`src/rtl/dmem_arbiter.sv`:
```
`default_nettype none
// ============================================================================
//  Module      : dmem_arbiter
//  Description : Two-port arbiter in front of a single-port data memory.
//                Round-robin between a core port (0) and a debug/loader
//                port (1), optional per-port lock with a forced-release
//                timeout, and a registered response one cycle after accept.
//  Revision    : 1.0  initial release
// ============================================================================
module dmem_arbiter #(
    parameter int ADDR_W   = 32,
    parameter int DATA_W   = 32,
    parameter int LOCK_MAX = 16
) (
    input  logic              clk,
    input  logic              rst,
    // port 0: core load/store
    input  logic              r0_req_valid_i,
    output logic              r0_req_ready_o,
    input  logic              r0_we_i,
    input  logic              r0_lock_i,
    input  logic [ADDR_W-1:0] r0_addr_i,
    input  logic [DATA_W-1:0] r0_wdata_i,
    output logic              r0_rsp_valid_o,
    output logic [DATA_W-1:0] r0_rdata_o,
    // port 1: debug/loader
    input  logic              r1_req_valid_i,
    output logic              r1_req_ready_o,
    input  logic              r1_we_i,
    input  logic              r1_lock_i,
    input  logic [ADDR_W-1:0] r1_addr_i,
    input  logic [DATA_W-1:0] r1_wdata_i,
    output logic              r1_rsp_valid_o,
    output logic [DATA_W-1:0] r1_rdata_o,
    // memory side
    output logic              mem_wr_en_o,
    output logic              mem_rd_en_o,
    output logic [ADDR_W-1:0] mem_addr_o,
    output logic [DATA_W-1:0] mem_wdata_o,
    input  logic [DATA_W-1:0] mem_rdata_i,
    // status
    output logic              lock_timeout_o
);

    localparam int CNT_W = $clog2(LOCK_MAX + 1);

    typedef enum logic [1:0] {
        ST_IDLE  = 2'd0,
        ST_LOCK0 = 2'd1,
        ST_LOCK1 = 2'd2
    } state_t;

    state_t             state_q, state_d;
    logic               rr_ptr_q, rr_ptr_d;
    logic [CNT_W-1:0]   lock_cnt_q, lock_cnt_d;
    logic               timeout_q, timeout_d;

    logic               rsp_valid_q;
    logic               rsp_id_q;
    logic [DATA_W-1:0]  r0_rdata_q;
    logic [DATA_W-1:0]  r1_rdata_q;

    logic               grant0;
    logic               grant1;
    logic               accept;
    logic               win;
    logic               win_we;
    logic               win_lock;
    logic [ADDR_W-1:0]  win_addr;
    logic [DATA_W-1:0]  win_wdata;

    // Grant decode; held off while reset is asserted so all outputs are 0.
    always_comb begin
        grant0 = 1'b0;
        grant1 = 1'b0;
        case (state_q)
            ST_IDLE: begin
                if (r0_req_valid_i && r1_req_valid_i) begin
                    grant0 = ~rr_ptr_q;
                    grant1 = rr_ptr_q;
                end else begin
                    grant0 = r0_req_valid_i;
                    grant1 = r1_req_valid_i;
                end
            end
            ST_LOCK0: grant0 = r0_req_valid_i;
            ST_LOCK1: grant1 = r1_req_valid_i;
            default: ;
        endcase
        if (rst) begin
            grant0 = 1'b0;
            grant1 = 1'b0;
        end
    end

    assign accept    = grant0 | grant1;
    assign win       = grant1;
    assign win_we    = win ? r1_we_i    : r0_we_i;
    assign win_lock  = win ? r1_lock_i  : r0_lock_i;
    assign win_addr  = win ? r1_addr_i  : r0_addr_i;
    assign win_wdata = win ? r1_wdata_i : r0_wdata_i;

    assign r0_req_ready_o = grant0;
    assign r1_req_ready_o = grant1;

    // Memory drive: winner's request on accept, everything quiet otherwise.
    assign mem_wr_en_o = accept &  win_we;
    assign mem_rd_en_o = accept & ~win_we;
    assign mem_addr_o  = accept ? win_addr  : '0;
    assign mem_wdata_o = accept ? win_wdata : '0;

    // Next-state logic: round-robin pointer, lock entry/exit and lock timer.
    always_comb begin
        state_d    = state_q;
        rr_ptr_d   = rr_ptr_q;
        lock_cnt_d = lock_cnt_q;
        timeout_d  = 1'b0;
        case (state_q)
            ST_IDLE: begin
                if (accept) begin
                    rr_ptr_d = ~win;
                    if (win_lock) begin
                        state_d    = win ? ST_LOCK1 : ST_LOCK0;
                        lock_cnt_d = CNT_W'(1);
                    end
                end
            end
            ST_LOCK0: begin
                if (!r0_lock_i) begin
                    state_d    = ST_IDLE;
                    lock_cnt_d = '0;
                end else if (lock_cnt_q == CNT_W'(LOCK_MAX)) begin
                    state_d    = ST_IDLE;
                    lock_cnt_d = '0;
                    timeout_d  = 1'b1;
                    rr_ptr_d   = 1'b1;
                end else begin
                    lock_cnt_d = lock_cnt_q + CNT_W'(1);
                end
            end
            ST_LOCK1: begin
                if (!r1_lock_i) begin
                    state_d    = ST_IDLE;
                    lock_cnt_d = '0;
                end else if (lock_cnt_q == CNT_W'(LOCK_MAX)) begin
                    state_d    = ST_IDLE;
                    lock_cnt_d = '0;
                    timeout_d  = 1'b1;
                    rr_ptr_d   = 1'b0;
                end else begin
                    lock_cnt_d = lock_cnt_q + CNT_W'(1);
                end
            end
            default: begin
                state_d    = ST_IDLE;
                lock_cnt_d = '0;
            end
        endcase
    end

    // Arbitration state registers.
    always_ff @(posedge clk or posedge rst) begin
        if (rst) begin
            state_q    <= ST_IDLE;
            rr_ptr_q   <= 1'b0;
            lock_cnt_q <= '0;
            timeout_q  <= 1'b0;
        end else begin
            state_q    <= state_d;
            rr_ptr_q   <= rr_ptr_d;
            lock_cnt_q <= lock_cnt_d;
            timeout_q  <= timeout_d;
        end
    end

    // Response capture: read data is sampled at the edge ending the accept
    // cycle; each port's rdata holds until that port's next response.
    always_ff @(posedge clk or posedge rst) begin
        if (rst) begin
            rsp_valid_q <= 1'b0;
            rsp_id_q    <= 1'b0;
            r0_rdata_q  <= '0;
            r1_rdata_q  <= '0;
        end else begin
            rsp_valid_q <= accept;
            if (accept) begin
                rsp_id_q <= win;
                if (win) begin
                    r1_rdata_q <= win_we ? '0 : mem_rdata_i;
                end else begin
                    r0_rdata_q <= win_we ? '0 : mem_rdata_i;
                end
            end
        end
    end

    assign r0_rsp_valid_o = rsp_valid_q & ~rsp_id_q;
    assign r1_rsp_valid_o = rsp_valid_q &  rsp_id_q;
    assign r0_rdata_o     = r0_rdata_q;
    assign r1_rdata_o     = r1_rdata_q;
    assign lock_timeout_o = timeout_q;

endmodule
`default_nettype wire
```
`config.mk`:
```
export PLATFORM = sky130hd
export DESIGN_NAME = dmem_arbiter
export DESIGN_NICKNAME = d
export VERILOG_FILES = /design/src/rtl/dmem_arbiter.sv
export SDC_FILE = /design/constraint.sdc
export NUM_CORES = 1
export LEC_CHECK = 0
export CAP_MARGIN = 10
export CORE_ASPECT_RATIO = 0.9
export CORE_MARGIN = 8
export CORE_UTILIZATION = 25
export DETAILED_ROUTE_END_ITERATION = 8
export PLACE_DENSITY_LB_ADDON = 0.08
export SYNTH_ARGS = -nofsm -noshare
export SYNTH_HDL_FRONTEND = slang
export SYNTH_SLANG_ARGS = --single-unit
```
`constraint.sdc`:
```
create_clock -name clk -period 3 [get_ports clk]
set_input_delay 0.9 -clock clk [delete_from_list [all_inputs] [get_ports clk]]
set_output_delay 0.9 -clock clk [all_outputs]
set_load 0.005 [all_outputs]
```
== Word-level counts from Yosys, hierarchy flattened ==
Index checks and enable logic that the tools add are counted.

* Bits in registers: 75
* Bits of input ports: 168
* Logic and storage cells: 70
* Output and inout bits: 135

* Eq/ne operators: 9
* $add $sub $neg: 1
* Bitwise logic cells: 9
* Reductions and logical operators: 7
* Mux-type cells: 36

{| class="wikitable"
|+ Operators with widths
! operator !! count
|-
| 32-bit two-way mux || 5
|-
| 5-bit two-way mux || 5
|-
| 5-bit case mux with 3 select lines || 1
|-
| 1-bit two-way mux || 14
|-
| 2-bit two-way mux || 6
|-
| 2-bit != test (second input constant) || 6
|-
| 1-bit case mux with 2 select lines || 3
|-
| 2-bit case mux with 3 select lines || 1
|-
| 2-bit AND reduction || 3
|-
| 6-bit AND reduction || 1
|-
| 5-bit by 1-bit adder with 5-bit output (second input constant) || 1
|-
| 5-bit == test (second input constant) || 1
|-
| 1-bit AND || 4
|-
| 1-bit NOT || 4
|-
| 1-bit case mux with 3 select lines || 1
|-
| 3-bit nonzero test || 1
|-
| 2-bit by 1-bit == test with 1-bit output (second input constant) || 1
|-
| 2-bit == test (second input constant) || 1
|-
| 2-bit logical NOT || 1
|-
| 1-bit logical AND || 1
|-
| 1-bit OR || 1
|}

== Logic depth before layout (Yosys ltp) ==
Gate-level depths: netlist of the first run.

* Word-level depth: 8
* Mapped depth: 10
* Gate-level depth less buffers: 8

== Worst setup path before layout of the first run ==
OpenSTA, ideal clock, no wires.

* Path kind: input port to output port
* From: in r0_req_valid_i
* To: out mem_wdata_o[21]
* Path buffers: 2
* Slack: 281 ps
* Data arrival time: 1819 ps
* Required time: 2100 ps
* Stages: 8
* Cell sequence: nand2b_4 > a31o_4 > nand2_2 > inv_2 > nor2_4 > buf_12 > buf_8 > a22o_1

* Cells in the longest elaborated chain, start to end: 6
* Elaborated cells on any way between the ends: 10
* Classes of those cells: 8 x mux; 1 x bitwise; 1 x reduce/logical

{| class="wikitable"
|+ RTL lines
! what !! line !! source
|-
| start: declaration || 18 || <nowiki>input logic r0_req_valid_i,</nowiki>
|-
| 1-bit logical AND || 78 || <nowiki>if (r0_req_valid_i && r1_req_valid_i) begin</nowiki>
|-
| 1-bit two-way mux || 78 ||
|-
| 1-bit case mux with 2 select lines || 76 || <nowiki>case (state_q)</nowiki>
|-
| 1-bit two-way mux || 90 || <nowiki>if (rst) begin</nowiki>
|-
| 32-bit two-way mux / 1-bit OR (equally long branches) || 101, 96 ||
|-
| 32-bit two-way mux (*) || 110 || <nowiki>assign mem_wdata_o = accept ? win_wdata : '0;</nowiki>
|-
| end: declaration || 39 || <nowiki>output logic [DATA_W-1:0] mem_wdata_o,</nowiki>
|}

Every way passes the cells marked *; elsewhere a longest branch is shown, timed or not.

== Worst setup path in the final report of the first run ==
* From: in r0_req_valid_i
* To: out mem_wdata_o[15]

Same word-level chain as after synthesis.

==> impl_metrics.tcl, run 1 <==
set metrics [dict create \
    start_kind "input pin" \
    crit_path_top_delay_cell "a22o_1" \
    leakagePower_uw 0.00378 \
    pre_cts_ws_ps -926 \
    pwr-share-clk 0.184 \
    post-route-period-util 1.04 \
    htreeDepth 3 \
    outcome "finished, violations left" \
    synth.top_cells.by_area "dfrtp_1 43%, a22o_1 13%, nand2_1 8.8%" \
    syn_area_mm2 0.00433 \
    grt_pass1_wl_um 31300 \
    ys_seq_area_frac 0.433 \
    clk_pin_slew_ps 60 \
    power.internal_uw 4170 \
    cts_buffers 9 \
    sw_frac_of_total 0.336 \
    die_h_um 141 \
    finalClockSkew_ps 5.07 \
    yosysTopAreaCell "dfrtp_1" \
    ys_warn_count 0 \
    drt-total-wl_um 21100 \
    max_freq_mhz 320 \
    drc_errors 0 \
    combPwrFrac 0.543 \
    worstPathMaxFanout 7 \
    grt-ovfl-total 0 \
    rows 45 \
    num_vias 4708 \
    cts.sinks 75 \
    syn_area_per_cell_um2 9.63 \
    ios 303 \
    tns_ps -4110 \
    place_congestion 0.850 \
    p_per_area_mw_per_mm2 763 \
    synth_nets 625 \
    core_mm2 0.0169 \
    synth_top_cell_area_share 0.433 \
    worst_ep_arrival_time_ps 2230 \
    wl_per_cell_um 20.7 \
    rsz0062_at_grt "yes" \
    hpwl_um 16200 \
    hp-class "reg -> reg" \
    port_buffers 302 \
    synthArstFlopShare 1.00 \
    first_global_vias 5071 \
    synth_flop_cell "dfrtp_1" \
    ys_top_cells_by_count "101 x nand2_1, 75 x dfrtp_1, 65 x a22o_1" \
    tritoncts "built" \
    fin_crit_ps 3130 \
    vias_per_cell 4.60 \
    drtAntennaViolNets 0 \
    violations "negative setup slack" \
    synthCells 450 \
    grt_use_total 0.188 \
    die_x_um 155 \
    clock_latency_ps 330 \
    layout_setup_ws_ps -128 \
    cpMostUsedCell "buf_8" \
    path_cells "buf_8, nand2b_4, a31o_4, nand2_4, clkinv_4, buf_4, buf_8, clkbuf_16, a22o_1, buf_6" \
    worstPathRequired_ps 2100 \
    hold_viol 0 \
    area_growth_pct 89.9 \
    ys_types 52 \
    start_util 0.256 \
    synth_seq_cells 75 \
    dr.pass1.iters 4 \
    synth_edf_count 0 \
    maxCapViolCount 0 \
    dieArea_mm2 0.0218 \
    finalSetupViolCount 59 \
    antenna_found_initial 1 \
    clockBufferDepth 2 \
    vdd_drop_max_mv 0.223 \
    max_stage_delay_ps 240 \
    tightest_slew_ps 614 \
    fillCellCount 1597 \
    holdBufCountCts 0 \
    drv_slew 0 \
    synth.most_common_cell "nand2_1" \
    path_class "in -> out" \
    grt_max_degree 76 \
    drive_above_1_share 0.204 \
    drtIter0Drc 166 \
    finalNetCount 959 \
    cp-end-kind "output port" \
    cts-root-buf "clkbuf_16" \
    p_switching_uw 2110 \
    power.share.sequential 0.272 \
    slew_headroom 0.591 \
]
[kinds of logic after synthesis]
family,synth area share
compound gates,0.221
buf+inv,0.0812
simple gates,0.232
mux,0.0118
fa+ha+maj,0.0202
flops,0.433
[critical path: cells and delay by family]
family          cells  cell delay (ps)
compound gates      2              470
buf+inv             6              720
simple gates        2              140
[power by group through the flow]
stage / clock network, uW / registers, uW / logic, uW
finish: 1160 / 1710 / 3410
global placement: 0 / 1720 / 3190
CTS: 1180 / 1720 / 3380
global route: 1220 / 1780 / 3730
floorplan: 0 / 1730 / 1300
detailed placement: 0 / 1730 / 3200
[registers in the layout, indices dropped and copies added, names as in the netlist]
name	cells
rsp_id_q	1
r1_rdata_o	32
state_q	2
r0_rdata_o	32
rr_ptr_q	1
lock_cnt_q	5
rsp_valid_q	1
lock_timeout_o	1
[through the flow]
stage	std cells	hold WS [ps]	instance area, um2	total power, uW	utilization
after floorplan	450	460	4330	3030	-
final	1024	469	8220	6280	0.485
after detailed placement	983	461	7620	4940	0.449
after global routing	1024	497	8220	6730	0.485
after global placement	983	454	7620	4910	0.449
after CTS	1020	474	8120	6280	0.479
[final cells by class]
type | instances | area [um2] | share of cell area
Timing Repair Buffer | 358 | 3530 | 0.430
Multi-Input combinational cell | 330 | 2160 | 0.262
Sequential cell | 75 | 1880 | 0.228
Tap cell | 235 | 294 | 0.0358
Clock buffer | 10 | 239 | 0.0291
Clock inverter | 5 | 77.6 | 0.00943
Inverter | 10 | 45.0 | 0.00548
Antenna cell | 1 | 2.50 | 0.000304
[path summary, 6_finish.rpt]
| path | start | to | slack (ps) | depth (start not counted) |
|---|---|---|---|---|
| hold reg to reg | r1_rdata_o[26]$_DFFE_PP0P_ | r1_rdata_o[26]$_DFFE_PP0P_ | 470 | 2 |
| min in group asynchronous | rst | rr_ptr_q$_DFFE_PP0P_ | 750 | 4 |
| max in group asynchronous | rst | r1_rdata_o[5]$_DFFE_PP0P_ | 1890 | 4 |
| hold / removal | r1_rdata_o[26]$_DFFE_PP0P_ | r1_rdata_o[26]$_DFFE_PP0P_ | 470 | 2 |
| setup / recovery | r0_req_valid_i | mem_wdata_o[15] | -130 | 10 |
| setup reg to reg | state_q[0]$_DFFE_PP0P_ | r0_rdata_o[0]$_DFFE_PP0P_ | 790 | 9 |
[routing by layer]
| metal | vias up | part of all wire | global-route usage |
|---|---|---|---|
| li1 | 2249 | - | - |
| met1 | 2275 | 0.37 | 0.197 |
| met2 | 176 | 0.53 | 0.347 |
| met3 | 8 | 0.098 | 0.0721 |
| met4 | 0 | 0.0066 | 0.0464 |
| met5 | - | 0 | 0 |
[repair_timing]
item | 4_1_cts | 5_1_grt
resized for setup | 293 | 29
gates cloned | 8 | 2
pin swaps | 11 | 10
setup endpoints to repair | 68 | 67
setup buffers | 14 | 2
[placed cells by master, fill, tap and decap left out, types with 4 or more instances in the layout]
| cell | n |
|---|---|
| clkbuf_16 | 11 |
| a22o_1 | 65 |
| buf_8 | 5 |
| buf_12 | 5 |
| buf_6 | 15 |
| buf_2 | 46 |
| nand2_1 | 101 |
| inv_1 | 5 |
| clkdlybuf4s50_1 | 232 |
| o21ai_1 | 25 |
| nand3b_1 | 32 |
| nor2_1 | 5 |
| dfrtp_1 | 75 |
| o21ai_0 | 12 |
| clkdlybuf4s15_2 | 6 |
| ha_1 | 4 |
| mux2i_1 | 4 |
| a22oi_1 | 5 |
| buf_16 | 8 |
| nand2b_1 | 35 |
| buf_4 | 34 |
No activity file was read; power rests on OpenSTA's default activity.
==> run 2, diff against run 1 <==
--- a/config.mk
+++ b/config.mk
@@ -5,7 +5,10 @@
 export SDC_FILE = /design/constraint.sdc
 export NUM_CORES = 1
 export LEC_CHECK = 0
+export ABC_CLOCK_PERIOD_IN_PS = 3000
 export CAP_MARGIN = 10
+export CELL_PAD_IN_SITES_DETAIL_PLACEMENT = 0
+export CELL_PAD_IN_SITES_GLOBAL_PLACEMENT = 1
 export CORE_ASPECT_RATIO = 0.9
 export CORE_MARGIN = 8
 export CORE_UTILIZATION = 25
==> impl_metrics.tcl, run 2 (same netlist as run 1, synthesis figures left out) <==
set metrics [dict create \
    finalClockSkew_ps 8.69 \
    post-route-period-util 1.04 \
    max_stage_delay_ps 380 \
    hp-class "reg -> reg" \
    worst_ep_arrival_time_ps 2230 \
    met3_usage 0.0596 \
    hpwl_um 16600 \
    ios 303 \
    path_class "reg -> out" \
    cts.sinks 75 \
    met2_usage 0.345 \
    crit_family "buffers and inverters" \
    grt_use_total 0.192 \
    clk_pin_slew_ps 60 \
    path_cells "inv_2, ha_4, buf_6, a31o_4, nand2_4, clkinv_4, nor2_4, buf_12, buf_4, clkbuf_16, a22o_1, buf_2" \
    drtAntennaViolNets 0 \
    cts-root-buf "clkbuf_16" \
    slew_headroom 0.602 \
    dr.pass1.iters 8 \
    vias_per_cell 4.63 \
    drc_errors 0 \
    final_area_mm2 0.00833 \
    grt_pass1_wl_um 31700 \
    drtIter0Drc 168 \
    fin_crit_ps 3130 \
    finalNetCount 970 \
    r2r_setup_slack_ps 830 \
    vdd_drop_max_mv 0.307 \
    place_congestion 0.895 \
    p_per_area_mw_per_mm2 773 \
    final_common_cell "clkdlybuf4s50_1" \
    grt-ovfl-total 0 \
    cp-end-kind "output port" \
    num_vias 4812 \
    violations "negative setup slack" \
    rsz0062_at_grt "yes" \
    path_buf_inv 7 \
    start_util 0.256 \
    antenna_found_initial 4 \
    core_mm2 0.0169 \
    placed_cell_area_mm2 0.00766 \
    port_buffers 302 \
    drv_slew 0 \
    layout_setup_ws_ps -127 \
    tightest_slew_ps 597 \
    die_x_um 155 \
    drt-total-wl_um 22400 \
    dieArea_mm2 0.0218 \
    wl_per_cell_um 21.6 \
    fin_util 0.492 \
    grt.busiest_layer "met2" \
    area_growth_pct 92.3 \
    rows 45 \
    die_h_um 141 \
    cts_buffers 9 \
    start_kind "flop" \
    grt_util_met1 0.208 \
    grt_max_degree 65 \
    worstPathRequired_ps 2100 \
    worstPathMaxFanout 6 \
    first_global_vias 5097 \
    drive_above_1_share 0.219 \
    htreeDepth 3 \
    finalSetupViolCount 64 \
    outcome "finished, violations left" \
    hold_viol 0 \
    max_freq_mhz 320 \
    clock_latency_ps 340 \
    tritoncts "built" \
    leakagePower_uw 0.00388 \
    clockBufferDepth 2 \
    crit_path_top_delay_cell "dfrtp_1" \
    final_cell_mix "231 x clkdlybuf4s50_1, 101 x nand2_1, 75 x dfrtp_1, 66 x buf_2, 65 x a22o_1" \
    maxCapViolCount 0 \
]
## run 2: changes by cell type in the layout (fill, tap and decap cells not counted), moves of 3 or more
cell	previous run	this run
buf_12	5	12
buf_16	8	5
buf_2	46	66
buf_6	15	6
buf_8	5	2
clkbuf_16	11	18
clkdlybuf4s15_1	3	0
clkdlybuf4s15_2	6	0
diode_2	1	4
## run 2: area by class of cell
class	instances	area, um2
antenna	4	10.0
clock buffer	11	253
clock inverter	5	83.8
fill	1578	8620
inverter	10	43.8
multi-input combinational	330	2150
sequential	75	1880
tap	235	294
timing repair buffer	369	3620
## run 2: path summary, 6_finish.rpt
check                                     startpoint                          to  cells past startpoint
max reg2reg                   state_q[0]$_DFFE_PP0P_   r0_rdata_o[2]$_DFFE_PP0P_                     10
min                        r1_rdata_o[1]$_DFFE_PP0P_   r1_rdata_o[1]$_DFFE_PP0P_                      2
max                           state_q[0]$_DFFE_PP0P_              mem_wdata_o[7]                     12
max in group asynchronous                        rst  r1_rdata_o[30]$_DFFE_PP0P_                      4
min reg2reg                r1_rdata_o[1]$_DFFE_PP0P_   r1_rdata_o[1]$_DFFE_PP0P_                      2
min in group asynchronous                        rst      state_q[1]$_DFFE_PP0P_                      3
## run 2: per-layer routing
layer  up-vias  routed length [um]
met5         -                   0
li1       2274                   -
met1      2262                8270
met2       234               11600
met3        42                1870
met4         0                 644
## run 2: timing repair
item	CTS	global route
setup buffers	14	10
pin swaps	8	10
hold buffers	0	0
gates resized for setup	279	38
gates cloned	5	10
endpoints found under the setup margin	68	66
## run 2: metrics by stage
step | worst slack [ps] | setup TNS, ps | total power (uW) | hold slack, ps | cells
global placement | -901 | -56080 | 4900 | 454 | 983
global route | -232 | -12070 | 6860 | 496 | 1039
floorplan | 190 | 0 | 3030 | 460 | 450
CTS | -185 | -8280 | 6330 | 476 | 1018
finish | -127 | -5570 | 6440 | 471 | 1039
detailed placement | -907 | -57140 | 4930 | 459 | 983
## run 2: power by group
| group | switching (uW) | internal [uW] | total [uW] |
|---|---|---|---|
| registers | 255 | 1450 | 1700 |
| logic | 1470 | 2040 | 3510 |
| clock network | 447 | 777 | 1220 |
## run 2: worst min-delay path, delay by kind of cell, from the launching register on
kind,cells,cell delay (ps)
simple gates,2,100
flops,1,340
